===== src/rtl/i2c_regmap.sv =====
// Register map between the SCL-domain I2C slave and the system clock domain:
// synchronised write commit, stability-filtered read address, sticky events.
module i2c_regmap #(
  parameter int unsigned NUM_REGS    = 16,
  parameter int unsigned NUM_STATUS  = 4,
  parameter int unsigned SYNC_STAGES = 2,
  parameter logic [7:0]  ID_VALUE    = 8'hA5
) (
  input  logic                    clk,
  input  logic                    rst,
  input  logic [7:0]              i2c_addr,
  input  logic [7:0]              i2c_wdata,
  input  logic                    i2c_wr_pulse,
  input  logic                    i2c_active,
  output logic [7:0]              i2c_rdata,
  output logic [8*NUM_REGS-1:0]   ctrl_regs,
  input  logic [(NUM_STATUS > 0 ? 8*NUM_STATUS : 8)-1:0] status_in,
  input  logic [7:0]              event_in,
  output logic                    wr_strobe,
  output logic [7:0]              wr_addr,
  output logic [7:0]              wr_data,
  output logic                    busy
);

  localparam logic [7:0] REGS_END  = 8'(NUM_REGS);
  localparam logic [7:0] EVT_ADDR  = 8'h7E;
  localparam logic [7:0] ID_ADDR   = 8'h7F;
  localparam int unsigned STAT_BASE = 32'h80;

  logic [SYNC_STAGES-1:0] wr_sync;
  logic                   wr_hist;
  logic [SYNC_STAGES-1:0] act_sync;
  logic [7:0]             evt_q;
  logic [7:0]             a1;
  logic [7:0]             a2;
  logic [7:0]             rd_addr;

  logic       commit_c;
  logic       is_ctrl_c;
  logic [7:0] evt_clr_c;
  logic [7:0] rd_mux_c;

  assign commit_c  = wr_sync[SYNC_STAGES-1] & ~wr_hist;
  assign is_ctrl_c = (i2c_addr < REGS_END);
  assign evt_clr_c = (commit_c && (i2c_addr == EVT_ADDR)) ? i2c_wdata : 8'h00;
  assign busy      = act_sync[SYNC_STAGES-1];

  // Chain and history reset high so a pulse held across reset never looks like a rising edge
  always_ff @(posedge clk) begin
    if (rst) begin
      wr_sync  <= '1;
      wr_hist  <= 1'b1;
      act_sync <= '0;
    end else begin
      wr_sync  <= {wr_sync[SYNC_STAGES-2:0], i2c_wr_pulse};
      wr_hist  <= wr_sync[SYNC_STAGES-1];
      act_sync <= {act_sync[SYNC_STAGES-2:0], i2c_active};
    end
  end

  // Commit: address and data are quasi-static around the pulse, so sampled directly
  always_ff @(posedge clk) begin
    if (rst) begin
      ctrl_regs <= '0;
      wr_strobe <= 1'b0;
      wr_addr   <= 8'h00;
      wr_data   <= 8'h00;
    end else begin
      wr_strobe <= commit_c & is_ctrl_c;
      if (commit_c && is_ctrl_c) begin
        wr_addr <= i2c_addr;
        wr_data <= i2c_wdata;
      end
      for (int unsigned i = 0; i < NUM_REGS; i++) begin
        if (commit_c && (i2c_addr == 8'(i))) begin
          ctrl_regs[8*i +: 8] <= i2c_wdata;
        end
      end
    end
  end

  // Sticky events: a set in the same cycle as a write-1 clear wins
  always_ff @(posedge clk) begin
    if (rst) begin
      evt_q <= 8'h00;
    end else begin
      evt_q <= (evt_q & ~evt_clr_c) | event_in;
    end
  end

  // Read address only advances once two consecutive samples agree
  always_ff @(posedge clk) begin
    if (rst) begin
      a1        <= 8'h00;
      a2        <= 8'h00;
      rd_addr   <= 8'h00;
      i2c_rdata <= 8'h00;
    end else begin
      a1        <= i2c_addr;
      a2        <= a1;
      if (a1 == a2) begin
        rd_addr <= a2;
      end
      i2c_rdata <= rd_mux_c;
    end
  end

  always_comb begin
    rd_mux_c = 8'h00;
    for (int unsigned i = 0; i < NUM_REGS; i++) begin
      if (rd_addr == 8'(i)) begin
        rd_mux_c = ctrl_regs[8*i +: 8];
      end
    end
    if (rd_addr == EVT_ADDR) begin
      rd_mux_c = evt_q;
    end
    if (rd_addr == ID_ADDR) begin
      rd_mux_c = ID_VALUE;
    end
    for (int unsigned i = 0; i < NUM_STATUS; i++) begin
      if (rd_addr == 8'(STAT_BASE + i)) begin
        rd_mux_c = status_in[8*i +: 8];
      end
    end
  end

endmodule


===== config.mk =====
export PLATFORM = sky130hd
export DESIGN_NAME = i2c_regmap
export DESIGN_NICKNAME = d
export VERILOG_FILES = /design/src/rtl/i2c_regmap.sv
export SDC_FILE = /design/constraint.sdc
export NUM_CORES = 1
export LEC_CHECK = 0
export ABC_AREA = 1
export BUFFER_PORTS_ARGS = -buffer_cell sky130_fd_sc_hd__buf_2
export CAP_MARGIN = 20
export CORE_AREA = 2 2 110 165
export DETAILED_ROUTE_END_ITERATION = 6
export DIE_AREA = 0 0 112 167
export PLACE_DENSITY = 0.74
export SETUP_SLACK_MARGIN = 0.15
export SYNTH_ARGS = -nofsm -noshare
export SYNTH_HDL_FRONTEND = slang
export SYNTH_SLANG_ARGS = --single-unit

===== constraint.sdc =====
create_clock -name clk -period 2.85 [get_ports clk]
set_clock_uncertainty 0.05 [all_clocks]
set_input_delay 0.1425 -clock clk [delete_from_list [all_inputs] [get_ports clk]]
set_output_delay 0.1425 -clock clk [all_outputs]
set_load 0.05 [all_outputs]

==> impl_metrics.toml, run 1 <==
[status]
status = "finished clean"

[setup_path]
r2r_slack_ns = 0.42
crit_arrival_ns = 2.77
slowest_stage = "nor2_1"
rr_startpoint = "rd_addr[4]$_SDFFE_PP0N_"
cp_slowest_stage_delay_ns = 0.44
rr_endpoint = "i2c_rdata[2]$_SDFF_PP0_"
crit_chain = "nor2_1, nand2_4, inv_2, nand2_1, nor2_1, nand2_1, nand3b_1, nand2_1, nand4_1, nand2_1, nand3_1, nand2_1, nand4_1, nand2_1, nand3_1, nand2_1, inv_1"
setup.worst_path.end_class = "register"
reg2regPathDepth = 17
startpoint_type = "register"
path_class = "reg2reg"
cp.required_ns = 3.19
crit_top_cell = "nand2_1"
cp_max_fo = 13

[clock_tree]
cts_buffer_depth = 2
htreeDepth = 4
cts_setup_buffers = 0
cts.sinks = 190
clk_latency_ns = 0.44
cts_made_buffers = 17
cts_root_buf = "clkbuf_16"
clk_pin_slew_ns = 0.07
cts_resized = 0
cts_tree = "built"

[timing]
min_period_ns = 2.43
rsz0062_at_grt = "no"
whs_ns = 0.0175
period_share_pct = 85.2
slew_viol_final = 0
setup_viol = 0
max_freq_mhz = 412
hold_violations = 0
tightest_slew_ns = 0.801
max-slew-margin-rel_pct = 46.4
tns_ns = 0

[placement]
dp_hpwl_mm = 20.5
port_buffers = 213
gp_congestion = 0.936

[die]
dieArea_sq_mm = 0.0187
rows = 59
ios = 214
coreArea_sq_mm = 0.0173
die_h_um = 167
die_width_um = 112
start_util_pct = 46.4

[final_layout]
antennaDiodeCount = 0
final_common_cell = "buf_2"
final_nets = 1409
area_growth_syn_to_layout_pct = 28.5
mostFrequentLayoutCells = "213 x buf_2, 190 x dfxtp_1, 172 x nand2_1"
layout-drive-gt1-share_pct = 21.8

[grt]
grt_pass1_wl_mm = 42.8
grt_max_degree = 147
grt_usage_pct = 29.4
antenna_found_initial = 0
grt_pass1_vias = 7875
grt_overflow = 0

[logic_synthesis]
syn-num-nets = 1166
post_synth.cell_area_avg_sq_um = 7.24
async_reset_ff_share_pct = 0
synthCells = 1106
synth_cell_types = 34
yosysSeqAreaShare_pct = 47.5
synth_area_sq_mm = 0.00801
synth_flop_cell = "dfxtp_1"
ys_ff_latch = 190
synth_edf_count = 0
ys_warn_count = 0

[drt]
dr.pass1.iters = 6
drc = 0
drtIter0Drc = 950
postRouteAntennaNets = 0
via_per_inst = 5.40
drt-total-wl_mm = 28.1
wl_per_cell_um = 17.8
vias = 8508

[power_and_ir_drop]
power_leakage_nw = 4.68
vdd_drop_max_uv = 339
power_density_mw_per_mm2 = 531
power_mw = 5.47

[worst_hold_path]
hp-start = "status_in[6]"
holdPathStages = 5
hp-class = "in2reg"
hold_end = "i2c_rdata[6]$_SDFF_PP0_"

[job]
max_cap_violations = 0
==> worst max-delay path by stage <==
stage	start	endpoint
CTS	rd_addr[4]$_SDFFE_PP0N_	i2c_rdata[2]$_SDFF_PP0_
floorplan	rd_addr[1]$_SDFFE_PP0N_	i2c_rdata[5]$_SDFF_PP0_
global route	rd_addr[4]$_SDFFE_PP0N_	i2c_rdata[7]$_SDFF_PP0_
global placement	rd_addr[1]$_SDFFE_PP0N_	i2c_rdata[7]$_SDFF_PP0_
finish	rd_addr[4]$_SDFFE_PP0N_	i2c_rdata[2]$_SDFF_PP0_
detailed placement	rd_addr[4]$_SDFFE_PP0N_	i2c_rdata[5]$_SDFF_PP0_
==> critical path: cells and delay by family, from the launching register on <==
kind	cells	cell delay (ns)
buffers and inverters	2	0.20
and+or+nand+nor	15	1.82
DFF	1	0.32
==> area by class of cell <==
type	count	area [sq um]
inverter	158	594
timing repair buffer	271	1630
fill	1613	6980
multi-input combinational	711	3420
tap	213	267
clock inverter	14	145
clock buffer	18	439
sequential	190	3800
==> report_power, final <==
part	leakage [nW]	total (mW)	internal, mW	switching, mW
Combinational	2.87	0.415	0.140	0.275
Clock	0.282	2.35	1.19	1.15
Sequential	1.54	2.71	2.69	0.0200
==> metal layers <==
layer / global-route usage, % / share of wire, % / wire, um / vias to the layer above
met4: 16.8 / 5.1 / 1440 / 0
met1: 35.6 / 39 / 10900 / 3874
met5: 0 / 0 / 0 / -
met3: 5.13 / 7.3 / 2040 / 87
li1: - / - / - / 4109
met2: 49.0 / 49 / 13700 / 438
==> logic make-up after synthesis <==
| logic type | share of synthesized area [%] |
|---|---|
| and+or+nand+nor | 21.0 |
| AOI/OAI and AO/OA | 21.0 |
| buffers and inverters | 9.84 |
| DFF | 47.5 |
| xor gates and xnor gates | 0.656 |
==> through the flow <==
stage | utilization [%] | std cells | worst slack (ns) | area, sq um
6_report | 59.6 | 1575 | 0.423 | 10300
5_1_grt | 59.6 | 1575 | 0.204 | 10300
4_1_cts | 59.6 | 1575 | 0.502 | 10300
3_5_place_dp | 53.6 | 1497 | 0.519 | 9250
3_3_place_gp | 53.6 | 1497 | 0.550 | 9250
2_1_floorplan | - | 1106 | 1.07 | 8010
==> cells in the mapped netlist, types with 2 or more instances <==
| cell | n | area, sq um |
|---|---|---|
| nor3_2 | 4 | 40.0 |
| clkbuf_1 | 35 | 131 |
| nor2_2 | 12 | 75.1 |
| nor4_1 | 3 | 18.8 |
| dfxtp_1 | 190 | 3800 |
| a211oi_1 | 4 | 30.0 |
| or2_2 | 5 | 31.3 |
| buf_1 | 2 | 7.51 |
| xor2_1 | 6 | 52.6 |
| or2_1 | 2 | 12.5 |
| a21oi_1 | 163 | 816 |
| inv_2 | 7 | 26.3 |
| nor2_1 | 83 | 312 |
| nor3_1 | 9 | 45.0 |
| buf_2 | 9 | 45.0 |
| o21ai_0 | 159 | 796 |
| nand3_1 | 45 | 225 |
| nand4_1 | 24 | 150 |
| nand2_4 | 2 | 22.5 |
| nor2_4 | 4 | 45.0 |
| a21boi_1 | 2 | 15.0 |
| nand2_1 | 172 | 646 |
| nand2_2 | 4 | 25.0 |
| inv_1 | 150 | 563 |
==> sequential cells by signal, indices dropped and copies added (netlist names), 8 cells and up <==
signal	flops
a1	8
a2	8
ctrl_regs	128
evt_q	8
i2c_rdata	8
rd_addr	8
wr_addr	8
wr_data	8
==> timing repair <==
| item | in CTS | in global routing |
|---|---|---|
| endpoints found under the hold margin | 30 | 0 |
| endpoints found under the setup margin | 0 | 0 |
| hold buffers | 46 | 0 |
No activity file was read; power rests on OpenSTA's default activity.
==> run 2: changes to the inputs <==
Settings changed: REMOVE_ABC_BUFFERS from default to 1.
==> run 2 against run 1 <==
  * Clock power about the same
  * Via count is 0.68% higher
  * Cell count did not move
  * Die area unchanged
  * Fmax down 0.87%
  * Critical path depth shrank 1
  * Final area down 0.17%
  * First-iteration DRC count shrank 32%
  * Global-route usage is 0.33 points higher
  * Highest routed layer unchanged
  * Sequential share of layout area is 0.063 points higher
  * Sequential cell count unchanged
==> impl_metrics.toml, run 2 (same netlist as run 1, synthesis figures left out) <==
[status]
status = "finished clean"

[drt]
met1_length_mm = 10.5
via_per_inst = 5.44
top_layer = "met4"
drtIter0Drc = 649
dr.pass1.iters = 5
drt-total-wl_mm = 28.2
postRouteAntennaNets = 0
dr_wl_met3_mm = 1.86
drc = 0
wl_per_cell_um = 17.9
wl_met2_mm = 14.5
vias = 8566

[power_and_ir_drop]
pwr-share-comb_pct = 7.6
p_seq_share_pct = 49.3
p_clk_share_pct = 43.1
p_sw_share_pct = 24.9
power_mw = 5.49
power_leakage_nw = 4.67
p_int_mw = 4.12
power_switching_mw = 1.37
power_density_mw_per_mm2 = 534
vdd_drop_max_uv = 379

[setup_path]
rr_startpoint = "rd_addr[7]$_SDFFE_PP0N_"
crit_arrival_ns = 2.74
setup.worst_path.end_class = "register"
r2r_slack_ns = 0.40
cp_slowest_stage_delay_ns = 0.34
reg2regPathDepth = 16
cp.required_ns = 3.14
cp_max_fo = 13
crit_top_cell = "nand2_1"
crit_chain = "nor2_2, nand2_4, nor2_1, nand2_1, inv_2, a21oi_1, nand2_1, nand4_1, nor2_1, nand4_1, nor2_1, nand3_1, nand2_1, nand3_1, nand2_1, inv_1"
path_class = "reg2reg"
crit_buf_inv = 2
rr_endpoint = "i2c_rdata[5]$_SDFF_PP0_"
startpoint_type = "register"
slowest_stage = "dfxtp_1"
cpLargestDelayFamily = "simple AND/OR/NAND/NOR gates"

[grt]
antenna_found_initial = 0
grt_usage_pct = 29.7
grt_overflow = 0
grt_pass1_vias = 8057
grt_pass1_wl_mm = 43.1
grt_max_degree = 72

[final_layout]
mostFrequentLayoutCells = "213 x buf_2, 190 x dfxtp_1, 172 x nand2_1"
largest_register_ffs = 128
final_nets = 1409
antennaDiodeCount = 0
fin_area_sq_mm = 0.0103
regMostFlops = "ctrl_regs"
instances_no_fill = 1575
final_common_cell = "buf_2"
fillers = 1678
layout-drive-gt1-share_pct = 21.9
area_growth_syn_to_layout_pct = 28.3
ff_latch_area_sq_mm = 0.00380
multi_input_area_sq_mm = 0.00342

[clock_tree]
cts_tree = "built"
clk_pin_slew_ns = 0.07
cts_made_buffers = 17
cts_buffer_depth = 2
cts.sinks = 190
cts_root_buf = "clkbuf_16"
clk_latency_ns = 0.43
htreeDepth = 4
cts_setup_buffers = 0

[timing]
hold_violations = 0
slew_viol_final = 0
max-slew-margin-rel_pct = 52.2
rsz0062_at_grt = "no"
whs_ns = 0.0305
tightest_slew_ns = 0.715
min_period_ns = 2.45
tns_ns = 0
max_freq_mhz = 408
period_share_pct = 85.9
setup_viol = 0

[die]
rows = 59
die_width_um = 112
dieArea_sq_mm = 0.0187
start_util_pct = 46.4
coreArea_sq_mm = 0.0173
die_h_um = 167
ios = 214

[placement]
place_inst = 1500
dp_hpwl_mm = 20.2
gp_congestion = 0.967
port_buffers = 213
place_area_sq_mm = 0.00928

[job]
max_cap_violations = 0

[worst_hold_path]
hp-start = "status_in[6]"
holdPathStages = 5
hold_end = "i2c_rdata[6]$_SDFF_PP0_"
hp-class = "in2reg"
run 2: power by group through the flow:
stage	clock, mW	sequential, mW	combinational [mW]
after global placement	0	2.77	0.360
final	2.36	2.71	0.419
after CTS	2.38	2.71	0.410
after floorplan	0	2.78	0.189
after global routing	2.49	2.71	0.452
after detailed placement	0	2.77	0.363
run 2: routing by layer:
metal	global-route usage, %	vias to the layer above
li1	-	4106
met1	34.2	3956
met2	52.7	432
met3	4.44	72
met4	15.7	0
met5	0	-
run 2: what timing repair did:
item / 4_1_cts / 5_1_grt
resized for setup: 0 / 1
hold endpoints to repair: 24 / 0
endpoints found under the setup margin: 0 / 2
hold buffers: 43 / 0
run 2: how the worst max path moves through the flow:
stage / depth (start not counted) / slack [ns] / endpoint / start
finish: 16 / 0.40 / i2c_rdata[5]$_SDFF_PP0_ / rd_addr[7]$_SDFFE_PP0N_
global route: 16 / 0.19 / i2c_rdata[5]$_SDFF_PP0_ / rd_addr[7]$_SDFFE_PP0N_
CTS: 17 / 0.43 / i2c_rdata[7]$_SDFF_PP0_ / rd_addr[7]$_SDFFE_PP0N_
detailed placement: 17 / 0.45 / i2c_rdata[2]$_SDFF_PP0_ / rd_addr[7]$_SDFFE_PP0N_
global placement: 17 / 0.48 / i2c_rdata[0]$_SDFF_PP0_ / rd_addr[4]$_SDFFE_PP0N_
floorplan: 6 / 0.53 / ctrl_regs[16]$_SDFFE_PP0P_ / wr_sync[1]$_SDFF_PP1_
run 2: through the flow:
step	utilization (%)	worst slack, ns
CTS	59.5	0.426
global route	59.5	0.186
floorplan	-	0.527
global placement	53.7	0.483
detailed placement	53.7	0.445
finish	59.5	0.402
run 2: cell type report:
cell class                 instances  area share, %
sequential                       190           37.0
inverter                         158           5.78
clock inverter                    12           1.31
multi-input combinational        711           33.3
clock buffer                      20           4.25
timing repair buffer             271           15.8
tap                              213           2.59
run 2: worst reg2reg max path, cell delays in order (launching register included):
cell     delay, ns
dfxtp_1       0.34
nor2_2        0.17
nand2_4       0.17
nor2_1        0.21
nand2_1       0.19
inv_2         0.16
a21oi_1       0.08
nand2_1       0.09
nand4_1       0.10
nor2_1        0.12
nand4_1       0.17
nor2_1        0.18
nand3_1       0.10
nand2_1       0.07
nand3_1       0.06
nand2_1       0.06
inv_1         0.04
==> run 3: changes to the inputs <==
Settings changed: PLACE_DENSITY 0.74 to default, PLACE_DENSITY_LB_ADDON from default to 0.25.
==> run 3 against run 2 <==
  * Cell count is 0.13% lower
  * Global-route usage shrank 0.73 points
  * Utilization is 0.30 points higher
  * Combinational power hardly changed
  * Worst hold slack got worse by 0.026 ns
  * Power rose by 4.1%
  * Via count down 2.4%
  * Final area grew 0.51%
  * Non-clock buffer count decreased by 2
  * Sequential power about the same
  * Critical endpoint is now i2c_rdata[2]$_SDFF_PP0_
  * Largest cell class unchanged
==> impl_metrics.toml, run 3 (same netlist as run 1, synthesis figures left out) <==
[setup_path]
crit_buf_inv = 2
slowest_stage = "nor2_1"
cpLargestDelayFamily = "simple AND/OR/NAND/NOR gates"
setup.worst_path.end_class = "register"
crit_top_cell = "nand2_1"
path_class = "reg2reg"
cp.required_ns = 3.18
crit_chain = "nor2_1, nand2_4, inv_2, nand2_1, nor2_1, nand2_1, nand3b_1, nand2_1, nand4_1, nand2_1, nand3_1, nand2_1, nand4_1, nand2_1, nand3_1, nand2_1, inv_1"
reg2regPathDepth = 17
r2r_slack_ns = 0.32
rr_endpoint = "i2c_rdata[2]$_SDFF_PP0_"
crit_arrival_ns = 2.86
cp_max_fo = 13
cp_slowest_stage_delay_ns = 0.47
startpoint_type = "register"
rr_startpoint = "rd_addr[4]$_SDFFE_PP0N_"

[die]
ios = 214
coreArea_sq_mm = 0.0173
die_width_um = 112
die_h_um = 167
dieArea_sq_mm = 0.0187
start_util_pct = 46.4
rows = 59

[timing]
slew_viol_final = 0
max_freq_mhz = 395
tns_ns = 0
rsz0062_at_grt = "yes"
layout_setup_ws_ns = 0.318
whs_ns = 0.00430
min_period_ns = 2.53
period_share_pct = 88.8
tightest_slew_ns = 0.766
hold_violations = 0
setup_viol = 0
max-slew-margin-rel_pct = 48.8

[final_layout]
fin_area_sq_mm = 0.0103
final_core_util_pct = 59.8
area_growth_syn_to_layout_pct = 29.0
final_nets = 1407
ff_latch_area_sq_mm = 0.00380
antennaDiodeCount = 0
mostFrequentLayoutCells = "213 x buf_2, 190 x dfxtp_1, 172 x nand2_1"
largest_register_ffs = 128
multi_input_area_sq_mm = 0.00342
regMostFlops = "ctrl_regs"
instances_no_fill = 1573
fillers = 1667
layout-drive-gt1-share_pct = 21.6
final_common_cell = "buf_2"

[clock_tree]
cts_resized = 0
cts_setup_buffers = 0
cts_buffer_depth = 2
cts_tree = "built"
cts_root_buf = "clkbuf_16"
clk_latency_ns = 0.44
cts_made_buffers = 17
cts.sinks = 190
clk_pin_slew_ns = 0.06
htreeDepth = 4

[power_and_ir_drop]
power_density_mw_per_mm2 = 553
vdd_drop_max_uv = 368
power_leakage_nw = 4.70
power_mw = 5.71

[placement]
dp_hpwl_mm = 19.7
pre_cts_ws_ns = 0.383
place_inst = 1496
port_buffers = 213
place_area_sq_mm = 0.00925
gp_congestion = 0.875

[drt]
via_per_inst = 5.32
wl_per_cell_um = 17.6
dr.pass1.iters = 5
postRouteAntennaNets = 0
drc = 0
drtIter0Drc = 613
drt-total-wl_mm = 27.7
vias = 8364

[worst_hold_path]
hp-start = "status_in[6]"
hold_end = "i2c_rdata[6]$_SDFF_PP0_"
hp-class = "in2reg"
holdPathStages = 5

[status]
status = "finished clean"

[grt]
grt_pass1_wl_mm = 42.4
antenna_found_initial = 0
grt_overflow = 0
grt_usage_pct = 29.0
grt_max_degree = 81
grt_pass1_vias = 7943

[job]
max_cap_violations = 0
## run 3: cell count changes in the layout (fill, tap and decap cells not counted)
cell	previous run	this run
inv_6	3	4
buf_4	14	10
clkinvlp_4	4	1
dlygate4sd3_1	43	45
nor2_1	82	83
nor2_2	13	12
clkbuf_1	3	2
bufinv_16	2	4
clkbuf_8	0	2
clkinv_2	3	2
## run 3: final cells by class
| cell class | instances | area share (%) |
|---|---|---|
| well taps | 213 | 2.58 |
| inverters | 158 | 5.75 |
| repair buffers | 269 | 15.6 |
| clock inverters | 11 | 1.71 |
| multi-input cells | 711 | 33.1 |
| clock buffers | 21 | 4.46 |
| flip-flops and latches | 190 | 36.8 |
## run 3: power by group
group	switching, mW	internal [mW]	leakage (nW)
combinational	0.278	0.139	2.86
sequential	0.0205	2.69	1.54
clock	1.06	1.53	0.309
total	1.36	4.35	4.70
## run 3: repair_timing
| action | CTS | global route |
|---|---|---|
| hold endpoints to repair | 26 | 0 |
| setup endpoints to repair | 0 | 3 |
| hold buffers | 45 | 0 |
## run 3: routing by layer
layer  up-vias  share of wire (%)  global-route usage (%)
li1       4101                  -                       -
met1      3861                 39                    34.4
met2       336                 50                    50.6
met3        66                6.4                    4.88
met4         0                4.0                    13.6
met5         -                  0                       0
## run 3: worst max-delay path by stage
stage | cells past startpoint | slack, ns | endpoint | from
after global routing | 11 | 0.14 | ctrl_regs[101]$_SDFFE_PP0P_ | i2c_addr[6]
final | 17 | 0.32 | i2c_rdata[2]$_SDFF_PP0_ | rd_addr[4]$_SDFFE_PP0N_
after global placement | 17 | 0.39 | i2c_rdata[7]$_SDFF_PP0_ | rd_addr[4]$_SDFFE_PP0N_
after floorplan | 6 | 0.53 | ctrl_regs[16]$_SDFFE_PP0P_ | wr_sync[1]$_SDFF_PP1_
after CTS | 16 | 0.39 | i2c_rdata[5]$_SDFF_PP0_ | rd_addr[4]$_SDFFE_PP0N_
after detailed placement | 17 | 0.38 | i2c_rdata[0]$_SDFF_PP0_ | rd_addr[4]$_SDFFE_PP0N_
## run 3: tightest hold or removal path: cells and delay by family
family	cells	cell delay (ns)
and+or+nand+nor	4	0.22
buffers and inverters	1	0.08
